`src/rtl/led_pkg.sv`:
```
// ---------------------------------------------------------------------------
// led_pkg: shared types and helpers for the LED sweep monitor.
//   sweep_state_t : tracker phases (IDLE, SYNC, ARM, TRACK)
//   dir_t         : sweep direction, DIR_LEFT = moving toward the MSB
//   isOneHot()    : exactly-one-bit-set test on a zero-extended LED word
// ---------------------------------------------------------------------------
package led_pkg;

   // Widest LED bus isOneHot() accepts; narrower buses are zero-extended.
   localparam int unsigned LED_MAX_W = 256;

   typedef enum logic [1:0] {IDLE, SYNC, ARM, TRACK} sweep_state_t;

   typedef enum logic {DIR_RIGHT = 1'b0, DIR_LEFT = 1'b1} dir_t;

   function automatic logic isOneHot(input logic [LED_MAX_W-1:0] v);
      return (v != '0) && ((v & (v - LED_MAX_W'(1))) == '0);
   endfunction

endpackage

```
`src/rtl/led_onehot_encoder.sv`:
```
// ---------------------------------------------------------------------------
// led_onehot_encoder: combinational one-hot to binary index.
//   leds   in  nLED          LED pattern
//   index  out clog2(nLED)   index of the lit LED (OR of set-bit indices)
//   oneHot out 1             exactly one LED lit
// index is only meaningful when oneHot is high.
// ---------------------------------------------------------------------------
module led_onehot_encoder
   import led_pkg::*;
#(
   parameter int nLED = 8
) (
   input  logic [nLED-1:0]         leds,
   output logic [$clog2(nLED)-1:0] index,
   output logic                    oneHot
);

   localparam int IW = $clog2(nLED);

   always_comb begin
      index = '0;
      for (int i = 0; i < nLED; i++) begin
         if (leds[i]) index = index | IW'(i);
      end
   end

   assign oneHot = isOneHot(LED_MAX_W'(leds));

endmodule

```
`src/rtl/led_sweep_decoder.sv`:
```
// ---------------------------------------------------------------------------
// led_sweep_decoder: watches a bouncing one-hot LED sweep on tick strobes and
// recovers its speed, direction and position.
//   clk, reset     system clock, synchronous active-high reset
//   tick           one-clk sample strobe
//   leds  [nLED]   LED bus
//   speed [nSpeed] 2^nSpeed - period (0 when period >= 2^nSpeed)
//   dirLeft        1 = moving toward MSB
//   position       index of the lit LED at the last update
//   valid          high while tracking
//   update         1-clk pulse, new measurement published
//   err            1-clk pulse, illegal sample seen
//   errCount [8]   saturating err count (only with LED_SWEEP_ERR_CNT_EN)
// Build option: define LED_SWEEP_ERR_CNT_EN to add the errCount output.
// ---------------------------------------------------------------------------
module led_sweep_decoder
   import led_pkg::*;
#(
   parameter int nSpeed = 8,
   parameter int nLED   = 8
) (
   input  logic                    clk,
   input  logic                    reset,
   input  logic                    tick,
   input  logic [nLED-1:0]         leds,
   output logic [nSpeed-1:0]       speed,
   output logic                    dirLeft,
   output logic [$clog2(nLED)-1:0] position,
   output logic                    valid,
   output logic                    update,
   output logic                    err
`ifdef LED_SWEEP_ERR_CNT_EN
   ,
   output logic [7:0]              errCount
`endif
);

   localparam int IW = $clog2(nLED);
   localparam int PW = nSpeed + 1;
   localparam logic [PW-1:0] P_MAX = '1;
   localparam logic [IW:0]   LAST  = (IW+1)'(nLED - 1);

   sweep_state_t      state_q, state_d;
   logic [nLED-1:0]   prev_q, prev_d;
   logic [IW-1:0]     idx_q, idx_d;
   logic [PW-1:0]     period_q, period_d;
   logic [nSpeed-1:0] speed_q, speed_d;
   dir_t              dir_q, dir_d;
   logic [IW-1:0]     pos_q, pos_d;
   logic              update_q, update_d;
   logic              err_q, err_d;

   logic [IW-1:0]     smp_idx;
   logic              smp_oh;

   led_onehot_encoder #(.nLED(nLED)) u_enc (
      .leds   (leds),
      .index  (smp_idx),
      .oneHot (smp_oh)
   );

   // Indices compared one bit wider so nLED-1 -> 0 can never look adjacent.
   logic [IW:0]       idx_ext, smp_ext;
   logic              step, rising, falling, at_end, rev_ok, legal;
   dir_t              new_dir;
   logic [PW-1:0]     period_inc;
   logic [nSpeed-1:0] meas_speed;

   always_comb begin
      idx_ext    = {1'b0, idx_q};
      smp_ext    = {1'b0, smp_idx};
      step       = (leds != prev_q);
      rising     = (smp_ext == idx_ext + (IW+1)'(1));
      falling    = (smp_ext + (IW+1)'(1) == idx_ext);
      new_dir    = rising ? DIR_LEFT : DIR_RIGHT;
      at_end     = (idx_q == '0) || (idx_ext == LAST);
      // Once tracking, the bar may only turn around at either end.
      rev_ok     = (state_q != TRACK) || (new_dir == dir_q) || at_end;
      legal      = smp_oh && (rising || falling) && rev_ok;
      period_inc = (period_q == P_MAX) ? P_MAX : period_q + PW'(1);
      // 2^nSpeed - P in nSpeed bits is the two's complement of P's low bits.
      meas_speed = period_q[PW-1] ? '0 : (~period_q[nSpeed-1:0] + nSpeed'(1));
   end

   always_comb begin
      state_d  = state_q;
      prev_d   = prev_q;
      idx_d    = idx_q;
      period_d = period_q;
      speed_d  = speed_q;
      dir_d    = dir_q;
      pos_d    = pos_q;
      update_d = 1'b0;
      err_d    = 1'b0;
      if (tick) begin
         prev_d = leds;
         case (state_q)
            IDLE: begin
               if (smp_oh) begin
                  idx_d    = smp_idx;
                  period_d = PW'(1);
                  state_d  = SYNC;
               end else begin
                  err_d = 1'b1;
               end
            end
            default: begin
               if (step) begin
                  if (legal) begin
                     idx_d    = smp_idx;
                     period_d = PW'(1);
                     dir_d    = new_dir;
                     if (state_q == SYNC) begin
                        // First step only fixes direction; its period is partial.
                        state_d = ARM;
                     end else begin
                        state_d  = TRACK;
                        update_d = 1'b1;
                        speed_d  = meas_speed;
                        pos_d    = smp_idx;
                     end
                  end else begin
                     err_d   = 1'b1;
                     state_d = IDLE;
                  end
               end else begin
                  period_d = period_inc;
                  // Sweep too slow to measure: fall back and re-arm on position.
                  if (state_q != SYNC && period_inc == P_MAX) state_d = SYNC;
               end
            end
         endcase
      end
   end

   always_ff @(posedge clk) begin
      if (reset) begin
         state_q  <= IDLE;
         prev_q   <= '0;
         idx_q    <= '0;
         period_q <= '0;
         speed_q  <= '0;
         dir_q    <= DIR_LEFT;
         pos_q    <= '0;
         update_q <= 1'b0;
         err_q    <= 1'b0;
      end else begin
         state_q  <= state_d;
         prev_q   <= prev_d;
         idx_q    <= idx_d;
         period_q <= period_d;
         speed_q  <= speed_d;
         dir_q    <= dir_d;
         pos_q    <= pos_d;
         update_q <= update_d;
         err_q    <= err_d;
      end
   end

   assign speed    = speed_q;
   assign dirLeft  = (dir_q == DIR_LEFT);
   assign position = pos_q;
   assign valid    = (state_q == TRACK);
   assign update   = update_q;
   assign err      = err_q;

`ifdef LED_SWEEP_ERR_CNT_EN
   logic [7:0] errcnt_q, errcnt_d;

   always_comb begin
      errcnt_d = errcnt_q;
      if (err_d && errcnt_q != 8'hFF) errcnt_d = errcnt_q + 8'd1;
   end

   always_ff @(posedge clk) begin
      if (reset) errcnt_q <= '0;
      else       errcnt_q <= errcnt_d;
   end

   assign errCount = errcnt_q;
`endif

endmodule

```
`config.mk`:
```
export PLATFORM = sky130hd
export DESIGN_NAME = led_sweep_decoder
export DESIGN_NICKNAME = d
export VERILOG_FILES = /design/src/rtl/led_pkg.sv /design/src/rtl/led_onehot_encoder.sv /design/src/rtl/led_sweep_decoder.sv
export SDC_FILE = /design/constraint.sdc
export NUM_CORES = 1
export LEC_CHECK = 0
export BUFFER_PORTS_ARGS = -buffer_cell sky130_fd_sc_hd__buf_2
export CORE_MARGIN = 5
export CORE_UTILIZATION = 49
export CTS_BUF_LIST = sky130_fd_sc_hd__clkbuf_4 sky130_fd_sc_hd__clkbuf_8 sky130_fd_sc_hd__clkbuf_16
export DETAILED_ROUTE_END_ITERATION = 7
export PLACE_DENSITY = 0.81
export SLEW_MARGIN = 20
export SYNTH_ARGS = -nofsm -noshare
export SYNTH_HDL_FRONTEND = slang
export SYNTH_SLANG_ARGS = --single-unit
```
`constraint.sdc`:
```
create_clock -name clk -period 7.64 [get_ports clk]
set_input_delay 2.292 -clock clk [delete_from_list [all_inputs] [get_ports clk]]
set_output_delay 2.292 -clock clk [all_outputs]
set_load 0.01 [all_outputs]
```
# Yosys cells after proc, flatten, opt, wreduce, memory -nomap -nowiden
# Index checks and enable logic that the tools add are counted.
[word_totals]
regBits = 36
input_bits = 11
output_inout_bits = 15
wordCells = 85
[op_classes]
eq_ne = 13
bitwise = 7
n_reduce_logical = 22
mux = 29
add_sub_neg = 5
[ops]
columns = ["op", "count"]
rows = [
  ["8-bit by 256-bit AND with 256-bit output", 1],
  ["256-bit logical NOT", 1],
  ["9-bit two-way mux", 5],
  ["3-bit two-way mux", 8],
  ["9-bit equality test, second input constant", 2],
  ["2-bit two-way mux", 7],
  ["9-bit by 1-bit adder with 9-bit output, second input constant", 1],
  ["8-bit by 1-bit subtractor with 9-bit output, second input constant", 1],
  ["3-bit by 1-bit adder with 4-bit output, second input constant", 2],
  ["8-bit by 1-bit adder with 8-bit output, second input constant", 1],
  ["1-bit two-way mux", 8],
  ["8-bit two-way mux", 1],
  ["8-bit inequality test", 1],
  ["8-bit inverter", 1],
  ["4-bit AND reduction", 2],
  ["8-bit nonzero test", 1],
  ["3-bit AND reduction", 2],
  ["1-bit inverter", 5],
  ["5-bit AND reduction", 1],
  ["5-bit OR reduction", 1],
  ["3-bit by 4-bit equality test with 1-bit output", 1],
  ["4-bit by 3-bit equality test with 1-bit output", 1],
  ["1-bit logical AND", 4],
  ["1-bit logical OR", 4],
  ["other kinds (12)", 14],
]

# Longest topological paths before layout
# Gate-level depths: netlist of run 1.
[depth]
depth_word = 16
depth_mapped = 13

# Cells and area by module
# From an unflattened synthesis of run 1, not the netlist that was laid out.
[hier_totals]
cells_unflattened = 272
area_unflattened_um2 = 2323.5
[modules_own_cells]
columns = ["mod", "n_inst", "area_per_inst_um2", "seq_area_each_um2", "cells_per_inst"]
rows = [
  ["led_sweep_decoder", 1, 2205.9, 720.7, 258],
  ["led_onehot_encoder", 1, 117.6, 0.0, 14],
]

# Worst setup path after synthesis of run 1
# Ideal clock, no wire load.
[synth_path]
path_type = "input to register"
start = "input leds[7]"
end = "register speed_q[6] (netlist: speed[6])"
path_stages = 12
setup_slack_ns = 2.885
t_required_ns = 7.569
path_buffers = 3
arrival_time_ns = 4.684
path_cell_list = "buf_6 -> or4_4 -> buf_6 -> ha_1 -> xor2_1 -> a31oi_1 -> nand2_1 -> o211ai_4 -> nand4_2 -> buf_6 -> or3_1 -> a21oi_1"
[synth_via]
elab_chain_cells = 8
elab_cells_between_ends = 18
cone_classes = "2 x add/sub; 4 x eq/ne; 2 x mux; 1 x bitwise; 9 x reduce/logical"
[synth_rtl]
columns = ["element", "line_no", "text"]
rows = [
  ["start, declared", "led_sweep_decoder.sv:25", "input logic [nLED-1:0] leds,"],
  ["3-bit two-way mux (*)", "led_onehot_encoder.sv:23", "if (leds[i]) index = index | IW'(i);"],
  ["named net smp_idx[1]", "led_sweep_decoder.sv:53", "logic [IW-1:0] smp_idx;"],
  ["parallel branches: the longest is 5 deep, another holds 3-bit by 1-bit adder with 4-bit output", "-", ""],
  ["1-bit logical AND (*)", "led_sweep_decoder.sv:79", "legal = smp_oh && (rising || falling) && rev_ok;"],
  ["5-bit AND reduction (no source line) (*)", "-", ""],
  ["end signal, assigned", "led_sweep_decoder.sv:152", "speed_q <= speed_d;"],
  ["end, declared", "led_sweep_decoder.sv:47", "logic [nSpeed-1:0] speed_q, speed_d;"],
]
# Mark *: on every way through the listed nets, which the timed path passes.
# A chain may end at the register's enable or synchronous reset.

# Final worst setup path of run 1
[layout_path]
start = "input leds[2]"
end = "register speed_q[5] (netlist: speed[5])"
[layout_via]
elab_chain_cells = 13
elab_cells_between_ends = 23
cone_classes = "2 x add/sub; 4 x eq/ne; 7 x mux; 1 x bitwise; 9 x reduce/logical"
[layout_rtl]
columns = ["element"]
rows = [
  ["parallel branches: the longest is 12 deep, another holds 3-bit by 1-bit adder with 4-bit output"],
  ["5-bit AND reduction (no source line) (*)"],
]
# Mark *: on every way between the ends.

==> results of run 1 <==
==> metrics by stage <==
| stage | setup WS (ns) | instance area [um^2] | total power, mW | util (%) |
|---|---|---|---|---|
| 3_3_place_gp | 2.476 | 2333 | 0.2320 | 53.22 |
| 6_report | 2.686 | 2430 | 0.3747 | 55.42 |
| 2_1_floorplan | 2.885 | 2238 | 0.2250 | - |
| 5_1_grt | 2.495 | 2430 | 0.3911 | 55.42 |
| 4_1_cts | 2.686 | 2430 | 0.3776 | 55.42 |
| 3_5_place_dp | 2.381 | 2333 | 0.2328 | 53.22 |
==> final cells by class <==
| class | instances | share of cell area, % |
|---|---|---|
| Multi-Input combinational cell | 195 | 57.31 |
| Sequential cell | 36 | 29.66 |
| Timing Repair Buffer | 26 | 5.458 |
| Clock buffer | 7 | 3.965 |
| Tap cell | 52 | 2.678 |
| Inverter | 6 | 0.9269 |
==> synthesized netlist by cell type (all sizes together) (3+ instances only) <==
| cell type | count | area [um^2] |
|---|---|---|
| nor2 | 23 | 86.33 |
| and2 | 5 | 31.28 |
| dfxtp | 36 | 720.7 |
| inv | 6 | 22.52 |
| xnor2 | 16 | 147.7 |
| and3 | 6 | 37.54 |
| a31oi | 7 | 50.05 |
| nand4 | 7 | 50.05 |
| o21ai | 6 | 30.03 |
| a211oi | 6 | 45.04 |
| o211ai | 4 | 43.79 |
| nand2b | 3 | 18.77 |
| nand2 | 18 | 67.56 |
| nor4 | 3 | 46.29 |
| nor3 | 6 | 40.04 |
| clkbuf | 12 | 45.04 |
| nand3 | 6 | 30.03 |
| buf | 8 | 57.55 |
| or3 | 8 | 50.05 |
| ha | 5 | 62.56 |
| a21oi | 14 | 70.07 |
| mux2i | 15 | 150.1 |
| xor2 | 6 | 52.55 |
| nor4b | 4 | 35.03 |
==> state kept, by name (all words and copies together) (netlist names) <==
register,cells
dirLeft,1
err,1
idx_q,3
period_q,9
position,3
prev_q,8
speed,8
state_q,2
update,1
==> cell families (layout without fill, tap and decap cells) <==
family	count (synthesis)	in the layout
AND/OR/NAND/NOR	100	100
AO/OA/AOI/OAI	51	51
flip-flops	36	36
buffers and inverters	26	39
XOR/XNOR	22	22
multiplexers	16	16
adder cells (fa/ha/maj)	6	6
==> placed cells by master (no fill, tap or decap), types with 6 or more instances in the layout <==
cell	netlist	routed
dfxtp_1	36	36
buf_2	4	25
nor2_1	23	23
nand2_1	18	18
mux2i_1	15	15
xnor2_1	15	15
a21oi_1	14	14
or3_1	8	8
clkbuf_8	0	7
o21ai_0	6	6
xor2_1	6	6
a31oi_1	6	6
nand4_1	6	6
a211oi_1	6	6
and3_1	6	6
nand3_1	6	6
==> worst max-delay path, delay by kind of cell <==
kind | cells | cell delay, ns
compound gates | 3 | 0.61
fa+ha+maj | 1 | 0.31
buf+inv | 1 | 0.14
xor+xnor | 1 | 0.14
simple gates | 4 | 1.67
==> worst paths after layout <==
check | start | endpoint | slack (ns) | cells past startpoint
setup / recovery | leds[2] | speed[5] | 2.69 | 10
hold / removal | speed[3] | speed[3] | 0.45 | 2
hold reg to reg | speed[3] | speed[3] | 0.45 | 2
setup reg to reg | idx_q[1] | speed[5] | 5.13 | 8
==> power groups by stage <==
stage	Clock, mW	Combinational (mW)	Sequential [mW]
2_1_floorplan	0	0.0279	0.197
5_1_grt	0.159	0.0389	0.194
3_5_place_dp	0	0.0352	0.198
4_1_cts	0.149	0.0352	0.193
6_report	0.146	0.0352	0.193
3_3_place_gp	0	0.0346	0.197
==> routing by layer <==
layer  track usage [%]  part of all wire, %  vias up  routed length [um]
met5                 0                    0        -                   0
met4             6.357                 0.97        0                  45
met3             3.588                  4.4        4                 202
met2             23.37                   45       39                2090
met1             22.09                   49      863                2289
li1                  -                    -      945                   -
==> metrics.txt, run 1 <==
CP peak stage delay 0.60 ns; Req. time, crit path 7.85 ns; DR iter-0 viols 84; RSZ-0062 raised after global routing false; Seq cells post-synth 36; clk slew on worst S/H paths 0.07 ns; CP Data Arrival Time 5.16 ns; number of synthesized flops with an enable pin 0; worst-path fanout max 20; H-Tree Depth 2; drt first pass iters 4; NetSw 0.08913 mW; proportion of layout cells with a drive suffix above 1 18.52%; Post-Syn Area 0.002238 mm^2; TritonCTS clock tree built; largest family of logic cells by synthesized area simple AND/OR/NAND/NOR gates; vias per cell 5.748; total placed cells including tap cells 315; fmax 201.8 MHz; CTS Buffer Depth 2; wire per inst 14.37 um; Post-Synth XOR/XNOR Area 8.944%; hold slack 0.4464 ns; DRC viols 0; Pwr per Cell Area 154.2 mW/mm^2; fill count 401; Port Buf Inserts 25; total number of clock tree sinks 36; placeable core area 0.004384 mm^2; syn_nets 273; Initial Utilization 51.06%; crit start category primary input; non-filler cells, final 322; final hold violations 0; Final Max Slew Viols 0; first-pass GRT wire length 8010 um; Switching Share 23.79%; syn_area_per_cell 8.710 um^2; Adder-Cell Fraction of Synth Area 3.242%; GRT Residual Overflow 0; Period minus WS final 4.954 ns; CP max stage cell or4_4; Seq. cell area 720.7 um^2; Seq/Total Area, Yosys 32.20%; Comb pwr share 9.4%; Synth Warn # 0; multi-input gate area in the final layout 0.001393 mm^2; unique cell type count in the Yosys netlist 58; row count 24; post-synthesis simple-gate area fraction 26.22%; Flop pwr share 51.6%; clock network fraction of total power 39.0%; largest net degree at the start of global routing 37; Post-CTS Setup Repair Bufs 0; clk_skew 0.008598 ns; cells along the critical path buf_2 > or4_4 > ha_1 > xor2_1 > a31oi_1 > nand2_1 > o211ai_4 > nand4_2 > or3_1 > a21oi_1; max_slew headroom 55.20%; Final nets 286; asr flop ratio synth 0%; multiplexer share of the synthesized area 7.211%; wirelength, routed 4627 um; Setup TNS 0 ns; HPWL after DPL 3292 um; outcome finished, final reports clean; DIE AREA 0.006020 mm^2; period utilization 64.85%; die height 77.59 um; CTS buffer count 5; kind of critical path in -> reg; CTS root buf clkbuf_8; Synth Area in Compound Gates 16.60%; worst ir drop on vdd 0.1609 mV; worst-margin pin slew 0.6720 ns; routed via count 1851; Area growth syn-to-layout 8.552%; die width 77.59 um; # setup viols final 0; CTS Hold Bufs 0; CTS resizes 0; vias in the first global route 1732; top_reg_cell synth dfxtp_1; Hold/Removal Path Class reg -> reg; I/O pins 26; Syn Inst Count 257; GPL Wtd Cong 0.8327; leak pwr 0.9362 nW; initial antenna violation count 0; Inserted Diodes 0; ANT nets after route 0; CP endpoint kind flop; gr usage total 15.80%; worst skew pair latency 0.28 ns; max cap viols 0; Int Pwr 0.2855 mW
(Power assumes the default switching activity.)
==> run 2, diff against run 1 <==
==> constraint.sdc (replaced) <==
create_clock -name clk -period 5.06 [get_ports clk]
set_input_delay 1.518 -clock clk [delete_from_list [all_inputs] [get_ports clk]]
set_output_delay 1.518 -clock clk [all_outputs]
set_load 0.01 [all_outputs]
==> run 2 against run 1 <==
Effect of this change:
- sequential power grew 51%
- final area about the same
- sequential cell count unchanged
- clock skew shrank 0.0045 ns
- routed wire length increased by 1.2%
- utilization about the same
- first-iteration DRC count increased by 93%
- final cell count up 0.31%
- count of clock-buffer cells in the layout rose by 1
- critical path type unchanged
- critical endpoint is now speed[2]
==> metrics.txt, run 2 (synthesized netlist as in run 1, its figures left out) <==
CTS root buf clkbuf_8; TritonCTS clock tree built; Post-CTS Setup Repair Bufs 0 (unchanged); I/O pins 26 (unchanged); Final nets 286 (unchanged); worst skew pair latency 0.29 ns (about the same); most frequent cells in the layout dfxtp_1, buf_2, nor2_1; # setup viols final 0 (unchanged); Flop pwr share 51.7% (about the same); first-pass GRT wire length 8079 um (+0.86%); setup ws final 0.8693 ns (-1.816 ns); Port Buf Inserts 25 (unchanged); placeable core area 0.004384 mm^2 (unchanged); DIE AREA 0.006020 mm^2 (unchanged); NetSw 0.1329 mW (+49%); max_slew headroom 54.36% (-0.84 points); Reg2Reg Depth 8 (unchanged); vias in the first global route 1780 (+2.8%); Int Pwr 0.4316 mW (+51%); DRC viols 0 (unchanged); CP Data Arrival Time 4.40 ns (-0.76 ns); Reg with most FFs period_q; final hold violations 0 (unchanged); die width 77.59 um (unchanged); period utilization 82.82%; wirelength, routed 4684 um (+1.2%); CP endpoint kind flop; Switching Share 23.54% (-0.25 points); drt first pass iters 4 (unchanged); Hold Path Cell Cnt 2 (unchanged); Period minus WS final 4.191 ns; Comb pwr share 9.6% (+0.2 points); Final Max Slew Viols 0 (unchanged); gr usage total 16.08% (+0.28 points); DR iter-0 viols 162 (+93%); row count 24 (unchanged); outcome finished, final reports clean; ANT nets after route 0 (unchanged); GPL Wtd Cong 0.8491 (+2.0%); kind of critical path in -> reg; HPWL after DPL 3372 um (+2.4%); CTS Hold Bufs 0 (unchanged); CTS buffer count 5 (unchanged); Req. time, crit path 5.27 ns (-2.58 ns); fill count 396 (-1.2%); commonest non-fill, non-tap cell in the layout dfxtp_1; Inserted Diodes 0 (unchanged); crit start category primary input; Area growth syn-to-layout 8.608% (about the same); H-Tree Depth 2 (unchanged); initial antenna violation count 0 (unchanged); clock network fraction of total power 38.7% (-0.3 points); Pwr per Cell Area 232.2 mW/mm^2 (+51%); vias per cell 5.861 (+2.0%); RSZ-0062 raised after global routing false; CTS Buffer Depth 2 (unchanged); wire per inst 14.50 um (+0.92%); worst slack at placement 0.5635 ns (-1.818 ns); clk slew on worst S/H paths 0.07 ns (about the same); proportion of layout cells with a drive suffix above 1 18.82% (+0.30 points); max cap viols 0 (unchanged); routed via count 1893 (+2.3%); Pwr Total 0.5645 mW (+51%); die height 77.59 um (unchanged); GRT Residual Overflow 0 (unchanged); max reg flops 9 (unchanged); Initial Utilization 51.06% (unchanged); leak pwr 0.9382 nW (+0.21%); CTS resizes 0 (unchanged); worst-path fanout max 20 (unchanged); largest net degree at the start of global routing 37 (unchanged); clk_skew 0.004056 ns (-0.004542 ns); fmax 238.6 MHz; worst ir drop on vdd 0.1875 mV (+17%); Setup TNS 0 ns (unchanged); Hold/Removal Path Class reg -> reg; worst-margin pin slew 0.6846 ns (+0.01262 ns); total number of clock tree sinks 36 (unchanged)
==> run 2: final timing paths <==
check | start | endpoint | slack [ns]
setup / recovery | leds[2] | speed[2] | 0.87
hold / removal | speed[6] | speed[6] | 0.45
setup reg to reg | idx_q[1] | speed[2] | 2.51
hold reg to reg | speed[6] | speed[6] | 0.45
==> run 2: critical path, stage by stage <==
cell      delay, ns
buf_2          0.14
or4_4          0.60
ha_1           0.32
xor2_1         0.15
a31oi_1        0.20
nand2_1        0.12
o211ai_4       0.26
nand4_2        0.43
or3_1          0.50
a21oi_1        0.16
==> run 2: per-stage QoR <==
step,util [%],std cells,hold slack (ns),area (um^2)
floorplan,-,257,0.4761,2238
global placement,53.22,315,0.4351,2333
detailed placement,53.22,315,0.4413,2333
CTS,55.45,323,0.4495,2431
global route,55.45,323,0.4759,2431
finish,55.45,323,0.4460,2431
==> run 2: layout make-up <==
type	count	area [um^2]	share of cell area [%]
clock buffer	8	97.59	4.014
inverter	6	22.52	0.9264
multi-input combinational	195	1393	57.28
sequential	36	720.7	29.64
tap	52	65.06	2.676
timing repair buffer	26	132.6	5.455
==> run 2: layer usage <==
layer,wire length [um],GRT usage [%],vias to the layer above
li1,-,-,944
met3,280,4.167,9
met1,2197,21.43,885
met5,0,0,-
met4,76,7.045,0
met2,2130,24.37,55
==> run 2: power by group through the flow <==
stage	sequential [mW]	clock (mW)	combinational (mW)
2_1_floorplan	0.298	0	0.0421
3_3_place_gp	0.298	0	0.0521
3_5_place_dp	0.298	0	0.0538
4_1_cts	0.292	0.226	0.0541
5_1_grt	0.292	0.236	0.0591
6_report	0.292	0.218	0.0540
